<file path="config.mk">
export PLATFORM = sky130hd
export DESIGN_NAME = dmem_arbiter
export DESIGN_NICKNAME = d
export VERILOG_FILES = /design/src/rtl/dmem_arbiter.sv
export SDC_FILE = /design/constraint.sdc
export NUM_CORES = 1
export LEC_CHECK = 0
export CAP_MARGIN = 5
export CORE_MARGIN = 2
export CORE_UTILIZATION = 39
export DETAILED_ROUTE_END_ITERATION = 6
export GPL_ROUTABILITY_DRIVEN = 0
export GPL_TIMING_DRIVEN = 0
export PLACE_DENSITY = 0.75
export SLEW_MARGIN = 30
export SYNTH_ARGS = -nofsm -noshare
export SYNTH_HDL_FRONTEND = slang
export SYNTH_SLANG_ARGS = --single-unit
</file>
<file path="constraint.sdc">
create_clock -name clk -period 3.1 [get_ports clk]
set_input_delay 0.93 -clock clk [delete_from_list [all_inputs] [get_ports clk]]
set_output_delay 0.93 -clock clk [all_outputs]
set_load 0.1 [all_outputs]
</file>
<file path="src/rtl/dmem_arbiter.sv">
// dmem_arbiter: shares one single-ported, variable-latency memory between
// instruction fetch (I) and the memory stage (D). One access at a time:
// IDLE picks a winner and latches it, ISSUE strobes mem_en, WAIT holds the
// latched address/data until mem_done or timeout, HALT strobes mem_dump
// once and parks until reset.
// Optional build macro: ARB_RR_EN (alternate grants when both request;
// undefined gives fixed D-over-I priority).
//
// Handshake: a requester raises *_req and holds it, with its address and
// data, until it sees its one-cycle *_done pulse; *_stall = *_req & ~*_done.
// The done pulse is registered, so in the pulse cycle the requester's req is
// still high; that requester is masked out of arbitration for that cycle so
// a finished access is never re-granted.
module dmem_arbiter #(
  parameter int DW          = 16,
  parameter int AW          = 16,
  parameter int TIMEOUT_CYC = 64
) (
  input  logic          clk,
  input  logic          rst,
  input  logic          i_req,
  input  logic [AW-1:0] i_addr,
  output logic          i_done,
  output logic [DW-1:0] i_rdata,
  output logic          i_stall,
  input  logic          d_req,
  input  logic          d_wr,
  input  logic [AW-1:0] d_addr,
  input  logic [DW-1:0] d_wdata,
  output logic          d_done,
  output logic [DW-1:0] d_rdata,
  output logic          d_stall,
  input  logic          halt,
  output logic          mem_en,
  output logic          mem_wr,
  output logic [AW-1:0] mem_addr,
  output logic [DW-1:0] mem_wdata,
  input  logic          mem_done,
  input  logic [DW-1:0] mem_rdata,
  output logic          mem_dump,
  output logic          err
);

  typedef enum logic [1:0] {
    IDLE  = 2'd0,
    ISSUE = 2'd1,
    WAIT  = 2'd2,
    HALT  = 2'd3
  } state_t;

  localparam int              TW         = $clog2(TIMEOUT_CYC + 1);
  localparam logic [TW-1:0]   TIMER_LAST = TW'(TIMEOUT_CYC - 1);

  state_t          state_q;
  logic            owner_is_d_q;  // 1 = D owns the access, 0 = I
  logic            wr_q;
  logic [TW-1:0]   timer_q;
  logic            i_done_q;
  logic            d_done_q;
  logic [DW-1:0]   i_rdata_q;
  logic [DW-1:0]   d_rdata_q;
  logic            mem_en_q;
  logic            mem_wr_q;
  logic [AW-1:0]   mem_addr_q;
  logic [DW-1:0]   mem_wdata_q;
  logic            mem_dump_q;
  logic            err_q;
`ifdef ARB_RR_EN
  logic            last_is_d_q;   // 1 = last grant went to D
`endif

  logic i_pend;
  logic d_pend;
  logic d_wins;

  assign i_pend = i_req & ~i_done_q;
  assign d_pend = d_req & ~d_done_q;

  // Winner select for a grant in IDLE (only meaningful when a request is pending)
  always_comb begin
    d_wins = d_pend;
`ifdef ARB_RR_EN
    if (i_pend && d_pend) begin
      d_wins = ~last_is_d_q;
    end
`endif
  end

  assign i_done    = i_done_q;
  assign d_done    = d_done_q;
  assign i_rdata   = i_rdata_q;
  assign d_rdata   = d_rdata_q;
  assign i_stall   = i_req & ~i_done_q;
  assign d_stall   = d_req & ~d_done_q;
  assign mem_en    = mem_en_q;
  assign mem_wr    = mem_wr_q;
  assign mem_addr  = mem_addr_q;
  assign mem_wdata = mem_wdata_q;
  assign mem_dump  = mem_dump_q;
  assign err       = err_q;

  // Arbiter FSM with all outputs registered; strobes default low each cycle
  always_ff @(posedge clk) begin
    if (rst) begin
      state_q      <= IDLE;
      owner_is_d_q <= 1'b1;
      wr_q         <= 1'b0;
      timer_q      <= '0;
      i_done_q     <= 1'b0;
      d_done_q     <= 1'b0;
      i_rdata_q    <= '0;
      d_rdata_q    <= '0;
      mem_en_q     <= 1'b0;
      mem_wr_q     <= 1'b0;
      mem_addr_q   <= '0;
      mem_wdata_q  <= '0;
      mem_dump_q   <= 1'b0;
      err_q        <= 1'b0;
`ifdef ARB_RR_EN
      last_is_d_q  <= 1'b1;
`endif
    end else begin
      mem_en_q   <= 1'b0;
      mem_wr_q   <= 1'b0;
      i_done_q   <= 1'b0;
      d_done_q   <= 1'b0;
      mem_dump_q <= 1'b0;
      case (state_q)
        IDLE: begin
          if (halt) begin
            mem_dump_q <= 1'b1;
            state_q    <= HALT;
          end else if (i_pend || d_pend) begin
            owner_is_d_q <= d_wins;
`ifdef ARB_RR_EN
            last_is_d_q  <= d_wins;
`endif
            wr_q        <= d_wins & d_wr;
            mem_addr_q  <= d_wins ? d_addr : i_addr;
            mem_wdata_q <= d_wins ? d_wdata : '0;
            mem_en_q    <= 1'b1;
            mem_wr_q    <= d_wins & d_wr;
            state_q     <= ISSUE;
          end
        end
        ISSUE: begin
          timer_q <= '0;
          state_q <= WAIT;
        end
        WAIT: begin
          if (mem_done) begin
            // Completion beats a coincident timeout
            if (owner_is_d_q) begin
              d_done_q <= 1'b1;
              if (!wr_q) d_rdata_q <= mem_rdata;
            end else begin
              i_done_q <= 1'b1;
              i_rdata_q <= mem_rdata;
            end
            state_q <= IDLE;
          end else if (timer_q == TIMER_LAST) begin
            // Abandon the access: flag it, release the owner, keep old rdata
            err_q <= 1'b1;
            if (owner_is_d_q) d_done_q <= 1'b1;
            else              i_done_q <= 1'b1;
            state_q <= IDLE;
          end else begin
            timer_q <= timer_q + TW'(1);
          end
        end
        HALT: begin
          state_q <= HALT;
        end
        default: begin
          state_q <= IDLE;
        end
      endcase
    end
  end

endmodule

</file>
==> impl.org, run 1 <==
** Outcome
- Result of the run :: finished, final reports clean

** Critical path
- STA classifies the critical path startpoint as an input port.
- Chain of cells forming the critical path :: clkdlybuf4s50_1, nand2b_1, inv_2, buf_4, buf_6
- The kind of cell with the highest combined delay along the critical path is buffers and inverters.
- Number of cells on the critical path :: 5
- Of all nets on the critical path, the largest fanout is 10.
- Slack of the worst reg-to-reg path :: around 1.3 ns
- Critical path launch point :: d_req
- Library cell contributing the largest single delay on the critical path :: clkdlybuf4s50_1
- STA puts the critical path data arrival time at 2.09 ns.
- Count of cells along the worst register-to-register path :: 8
- At the worst endpoint, the required time is 2.17 ns.
- In this design, the stage delay of the slowest critical-path cell is ~0.46 ns.
- The setup path with the least slack is of type in2out.
- Worst reg2reg path startpoint :: state_q[0]$_SDFFE_PP0P_
- The worst setup path is captured at a primary output.
- The critical path contains buffers and inverters numbering 4 combined.
- The endpoint identified for the worst register-to-register timing path is d_rdata[6]$_SDFFE_PP0P_.

** Logic synthesis
- Total number of yosys warnings :: 0
- Summing the sequential cell areas from Yosys gives around half of the chip area.
- After synthesis the netlist holds a flip-flop and latch count of 81.
- Synth Cell Area :: 3260 sq um
- Synthesis instantiated 38 different standard cells from the library.
- Net count after synthesis :: 455
- Post-synthesis cell count :: 378
- After synthesis, the mean cell area works out to 8.62 sq um.

** Hold path
- The worst hold path begins at timer_q[6]$_SDFFE_PP0P_.
- The path class of the tightest hold or removal check is reg2reg.
- The worst hold path terminates at timer_q[6]$_SDFFE_PP0P_.
- Hold Path Stages :: 2

** Pwr
- IR analysis of the VDD net gives a maximum drop of 0.522 mV.
- Register share of total power :: 34.9%
- Combinational cells account for between 40% and 50% of the total power.
- Internal power :: roughly 0.0019 W
- In this run switching power makes up 46.0% of total power.
- Power spent charging and discharging nets :: 0.00163 W
- In this run the power density over the cells is 712 nW/um^2.
- Clk network pwr share :: 19.7%
- Static leakage :: 1.75 nW

** Global route
- Antenna violations before repair :: 0
- After global routing the overflow that remains totals 0.
- Largest net degree at the start of global routing :: 16
- Global-route total usage across every layer :: 20.2%
- The first global-routing pass estimated 14,300 microns of wire.
- Vias in the first global route :: 3,101

** Route
- The detailed router placed 3,142 vias in this run.
- The count of nets left with antenna violations once routing finished came out at 0.
- The detailed router finished its first iteration with 107 violations.
- TritonRoute pass-1 iters :: 4
- For this run, design rule violations remaining after detail routing come to 0.
- Routed wire length per instance :: 13.8 microns
- Wires add up to roughly 8800 microns.
- Via-per-instance ratio :: around 5

** Clock tree
- After clock tree synthesis, the clock-pin slew on the worst setup and hold paths is 0.08 ns.
- CTS root buffer :: clkbuf_8
- TritonCTS created 9 clock buffers.
- The clock tree synthesis step divided the H-tree into 3 levels.
- Clock tree synthesis found a total of 81 sinks.
- After clock tree synthesis, the setup repair step added 0 buffers.
- Clock latency on the worst-skew pair :: 0.35 ns
- TritonCTS built the clock tree.
- Buffers inserted to repair hold after CTS numbered 0.
- Clock Tree Buf Depth :: 2

** Place
- Sum of net half-perimeters after detailed placement :: 6690 microns
- Port Buf Inserts :: 141

** Floorplan
- IO Pins :: 143
- The floorplan step set the die width to 95.4 microns.
- The total area inside the core boundary comes to 8180 sq um.
- The floorplan has 33 rows.
- Area of the die :: 9100 sq um
- Die Y :: 95.4 microns
- Initial core utilization :: approximately 40%

** Cells and area
- Net count, final :: 607
- Area growth, synth to finish :: 52.8%
- Fraction of the core area covered by cells at the end of the flow :: 60.9%
- Fill cells in the final layout number 773.
- Fraction of final layout cells with drive strength greater than 1 :: 10.7%
- Top library cells by usage in the layout, fill and taps aside :: clkdlybuf4s50_1 (139), nand2_1 (104), dfxtp_1 (81)
- The library cell used most frequently in the layout, excluding fill and tap cells, is clkdlybuf4s50_1.
- Diode insertion count for antenna repair :: 0

** STA
- Setup repair after global routing left no endpoint under its margin.
- Setup violations remaining at the end of the flow were counted as 0.
- Worst Hold Margin :: 0.443 ns
- At the pin with the least slew margin, the transition time is 1.01 ns.
- On the final layout, the worst clock skew is 0.00825 ns.
- Max-slew headroom at the worst pin :: 32.4%
- Final cycle utilization of the critical path :: 97.3%
- The worst path in the final design needs a cycle of 3.02 ns, including I/O delays and setup.
- Top achievable clock speed :: 332 MHz
- The count of final max-slew check failures is 0.
- The count of final hold-check violations is 0.

** Flow run
- The tool flagged a number of max-cap violations equal to 0.
-- layout make-up --
class	count	area [sq um]	share of cell area, %
Timing Repair Buffer	141	1410	28.3
Clock buffer	9	124	2.49
Tap cell	105	131	2.64
Inverter	7	26.3	0.528
Sequential cell	81	1620	32.6
Clock inverter	7	53.8	1.08
Buffer	23	140	2.82
Multi-Input combinational cell	267	1470	29.6
-- registers in the layout (all words and copies together), names as in the netlist --
register and cells:
d_rdata 16, wr_q 1, i_done 1, timer_q 7, mem_addr 16, mem_en 1, err 1, mem_wdata 16
d_done 1, owner_is_d_q 1, mem_dump 1, state_q 2, i_rdata 16, mem_wr 1
-- cells in the mapped netlist --
library cell,instances,area share (%)
nand4_1,1,0.19
a311oi_2,13,6.0
buf_1,2,0.23
o21ai_0,6,0.92
clkbuf_1,8,0.92
a22oi_1,16,3.7
o31ai_1,1,0.23
o21a_1,1,0.23
nand2_1,104,12
nand3b_1,1,0.23
and4b_1,1,0.31
nand3_1,7,1.1
nor4_1,1,0.19
inv_1,5,0.58
nand2b_2,1,0.27
nor3_4,1,0.50
dfxtp_1,81,50
nand2b_1,4,0.77
a21o_1,1,0.23
nor2_2,5,0.96
ha_1,6,2.3
o211ai_1,1,0.23
buf_2,5,0.77
nand2_2,1,0.19
a21oi_4,1,0.50
and2b_1,1,0.23
a311oi_1,4,1.1
nor2b_1,4,0.77
inv_2,2,0.23
buf_4,4,0.92
nor2_1,38,4.4
o311ai_0,1,0.27
a21oi_1,40,6.1
buf_6,4,1.4
o21ai_2,1,0.27
a31oi_1,1,0.19
or3_1,3,0.58
a31o_2,1,0.27
-- stage by stage --
stage               total power [W]  TNS [ns]  instance area, sq um  setup slack, ns  instances
floorplan                   0.00246         0                  3260            0.532        378
detailed placement          0.00287     -1.48                  4800           -0.902        624
CTS                         0.00357         0                  4980           0.0123        640
global route                0.00371         0                  4980           0.0129        640
finish                      0.00354         0                  4980           0.0836        640
global placement            0.00285     -1.45                  4800           -0.875        624
-- metal layers --
| metal | track usage (%) | share of wire, % | vias up | wire length [microns] |
|---|---|---|---|---|
| met1 | 24.4 | 43 | 1443 | 3820 |
| met3 | 6.48 | 7.5 | 8 | 661 |
| met2 | 33.6 | 48 | 103 | 4230 |
| met4 | 7.74 | 1.3 | 0 | 112 |
| li1 | - | - | 1588 | - |
| met5 | 0 | 0 | - | 0 |
-- worst max path at each step --
stage / end / slack (ns)
6_report: d_stall / 0.08
5_1_grt: d_stall / 0.01
4_1_cts: i_stall / 0.01
3_5_place_dp: d_stall / -0.90
3_3_place_gp: d_stall / -0.88
2_1_floorplan: i_stall / 0.53
-- logic make-up (layout without fill, tap and decap cells) --
family,Yosys count,in the layout,synth area share [%]
compound gates,88,88,20.2
flops,81,81,49.8
simple gates,173,173,22.6
buf+inv,30,187,5.03
fa+ha+maj,6,6,2.30
-- worst reg2reg max path, stage by stage (launching register included) --
cell and delay (ns):
dfxtp_1 0.35, inv_1 0.11, ha_1 0.31, nand2_2 0.13, or3_1 0.31, buf_2 0.18, buf_6 0.15, nand2_1 0.07
a21oi_1 0.06
-- power by group through the flow --
stage	clock network, W	registers [W]	logic [W]
global route	0.000768	0.00125	0.00170
detailed placement	0	0.00126	0.00161
finish	0.000697	0.00124	0.00161
global placement	0	0.00126	0.00160
floorplan	0	0.00200	0.000462
CTS	0.000714	0.00124	0.00162
-- timing repair --
action,4_1_cts,5_1_grt
setup endpoints to repair,2,1
resized for setup,12,1
hold endpoints to repair,0,0
Note: power is estimated with default switching activity, not from simulation.
==> run 2, diff against run 1 <==
Settings changed: ABC_AREA from default to 0, CORE_UTILIZATION 39 to 45, PLACE_DENSITY 0.75 to 0.85.
==> impl.org, run 2 (same netlist as run 1, synthesis figures left out) <==
** Outcome
- Result of the run :: finished, final reports clean (unchanged)

** Pwr
- Power spent charging and discharging nets :: 0.00164 W (was 0.00163 W)
- The fraction of power consumed by sequential logic came to 34.1% (was 34.9%).
- The power per standard cell area is 729 nW/um^2 (was 712 nW/um^2).
- The clock power share came to 21.5% (was 19.7%).
- The static leakage is 1.75 nW (about the same).
- Combinational fraction of design power :: 44.4% (was 45.4%)
- Max IR drop VDD :: 0.528 mV (was 0.522 mV)
- The internal power component came to 0.00199 W (was 0.00191 W).
- The total design power was 0.00364 W (was 0.00354 W).
- The switching part of the total power was 45.2% (was 46.0%).

** Cells and area
- The area taken by multi-input logic gates came to 1470 sq um (unchanged).
- The fill cell total of the finished layout is 605 (was 773).
- The leading cell type in the layout, fill and taps excluded was clkdlybuf4s50_1 (unchanged).
- The share of final-layout standard cells stronger than drive strength 1 came to 10.5% (was 10.7%).
- Diode insertion count for antenna repair :: 0 (unchanged)
- The number of cells in the finished layout apart from fillers was 633 (was 640).
- Top library cells by usage in the layout, fill and taps aside :: clkdlybuf4s50_1 (139), nand2_1 (104), dfxtp_1 (81) (unchanged)
- The post-layout net count was 606 (was 607).
- The layout-stage area growth over the synthesis result is 53.2% (was 52.8%).
- The total area of sequential cells is 1620 sq um (unchanged).

** Clock tree
- The maximum clock insertion buffer count was 2 (unchanged).
- The clock tree root buffer cell is clkbuf_8 (unchanged).
- Post-CTS Setup Repair Bufs :: 0 (unchanged)
- The number of levels in the clock H-tree came to 3 (unchanged).
- Clock transition at the register clock pins on the worst setup and hold paths after CTS :: 0.09 ns (was 0.08 ns)
- # clock sinks :: 81 (unchanged)
- CTS tree :: yes (unchanged)
- The clock latency of the later-clocked register in the worst-skew pair is 0.36 ns (was 0.35 ns).
- The number of CTS-inserted buffers is 9 (unchanged).
- The hold-fix buffer count after cts was 0 (unchanged).
- The post-cts gate resize count is 11 (was 12).

** STA
- Top achievable clock speed :: 336 MHz (was 332 MHz)
- The post-route clock period utilization is 95.9% (was 97.3%).
- Setup clock skew after layout :: 0.00958 ns (was 0.00825 ns)
- Unrepaired setup endpoints after global routing: no (unchanged).
- Tightest Pin Transition :: 1.00 ns (was 1.01 ns)
- The minimum clock period after layout is 2.97 ns (was 3.02 ns).
- The post-route setup TNS was 0 ns (unchanged).
- The count of final hold-check violations was 0 (unchanged).
- The number of setup violations in the final report came to 0 (unchanged).
- The count of final max-slew check failures came to 0 (unchanged).
- The worst relative slew slack was 32.9% (was 32.4%).

** Global route
- The maximum number of pins on one net before global-route repair was 16 (unchanged).
- Global-route wire length before repair :: 13,900 microns (was 14,300 microns)
- The number of global-route vias before repair came to 3,139 (was 3,101).
- The overall overflow remaining after global route is 0 (unchanged).
- The total routing resource utilization after global routing was 22.6% (was 20.2%).
- The initial antenna violation count is 0 (unchanged).

** Floorplan
- Area of the die :: 7930 sq um (was 9100 sq um)
- Horizontal extent of the die :: 89.1 microns (was 95.4 microns)
- The initial core utilization was 45.6% (was 39.8%).
- Number of rows in the core area :: 31 (was 33)
- IO Pins :: 143 (unchanged)
- The core area is 7140 sq um (was 8180 sq um).
- The height of the chip came to 89.1 microns (was 95.4 microns).

** Route
- The count of unresolved DRC violations after routing is 0 (unchanged).
- The detailed-route wire length was 8980 microns (was 8820 microns).
- Via count of the routed design :: 3,229 (was 3,142)
- The violation count after the first detailed-routing iteration was 114 (was 107).
- Via-per-instance ratio :: 5.10 (was 4.91)
- Routed wire length per instance :: 14.2 microns (was 13.8 microns)
- Remaining antenna violation count :: 0 (unchanged)
- The number of iterations in the first detailed-routing pass is 4 (unchanged).

** Critical path
- Crit path buf inv count :: 3 (was 4)
- The slowest cell on the critical path is clkdlybuf4s50_1 (unchanged).
- The critical path capture point type is a primary output (unchanged).
- Crit path largest cell delay :: 0.47 ns (was 0.46 ns)
- The required time at the endpoint of the critical path was 2.17 ns (about the same).
- Max Fanout on Critical Path :: 3 (was 10)
- Startpoint class of the critical path :: input port (unchanged)
- Arrival time at the worst endpoint :: 2.04 ns (was 2.09 ns)
- The worst setup path category is in2out (unchanged).
- The kind of cell adding the most delay to the critical path was buffers and inverters (unchanged).
- Chain of cells forming the critical path: clkdlybuf4s50_1, nand2b_2, inv_1, buf_2 (was clkdlybuf4s50_1, nand2b_1, inv_2, buf_4, buf_6).

** Place
- Sum of net half-perimeters after detailed placement :: 6800 microns (was 6690 microns)
- The post-placement cell count came to 618 (was 624).
- Port Buf Inserts :: 141 (unchanged)

** Hold path
- The type of the tightest min-delay check is reg2reg (unchanged).

** Flow run
- The number of max-capacitance violations reported was 0 (unchanged).
-- run 2: cell types whose count changed in the layout (fill, tap and decap cells not counted) --
cell	before	now
buf_4	5	4
buf_6	5	4
buf_8	0	1
bufinv_16	0	1
clkinv_2	1	0
clkinv_4	1	0
clkinvlp_4	3	4
-- run 2: area by class of cell --
type | count | share of cell area [%]
well taps | 99 | 2.48
multi-input cells | 267 | 29.5
repair buffers | 141 | 28.3
clock buffers | 9 | 2.48
flip-flops and latches | 81 | 32.5
clock inverters | 7 | 1.56
plain buffers | 22 | 2.66
inverters | 7 | 0.527
-- run 2: path summary, 6_finish.rpt --
path | startpoint | to | slack (ns) | cells past startpoint
hold reg to reg | timer_q[6]$_SDFFE_PP0P_ | timer_q[6]$_SDFFE_PP0P_ | 0.43 | 2
setup reg to reg | state_q[0]$_SDFFE_PP0P_ | d_rdata[13]$_SDFFE_PP0P_ | 1.33 | 8
hold / removal | timer_q[6]$_SDFFE_PP0P_ | timer_q[6]$_SDFFE_PP0P_ | 0.43 | 2
setup / recovery | i_req | i_stall | 0.13 | 4
-- run 2: tightest hold or removal path, delay by kind of cell, from the launching register on --
kind	cells	cell delay, ns
AO/OA/AOI/OAI	1	0.03
AND/OR/NAND/NOR	1	0.05
flip-flops	1	0.32
-- run 2: layer usage --
layer	track usage, %	share of wire, %
met1	25.6	41
met2	39.3	50
met3	6.00	7.1
met4	11.4	2.1
met5	0	0
-- run 2: power by group through the flow --
stage	clock network (W)	registers, W	logic, W
2_1_floorplan	0	0.00200	0.000462
3_3_place_gp	0	0.00126	0.00159
3_5_place_dp	0	0.00126	0.00162
4_1_cts	0.000788	0.00124	0.00162
5_1_grt	0.000824	0.00125	0.00170
6_report	0.000781	0.00124	0.00161
-- run 2: metrics by stage --
step                area [sq um]  setup WS (ns)  util [%]  hold slack (ns)
global route                4990         0.0654      69.9            0.460
finish                      4990          0.127      69.9            0.434
detailed placement          4790         -0.876      67.1            0.423
CTS                         4990        0.00130      70.0            0.433
global placement            4790         -0.857      67.1            0.417
floorplan                   3260          0.532         -            0.408
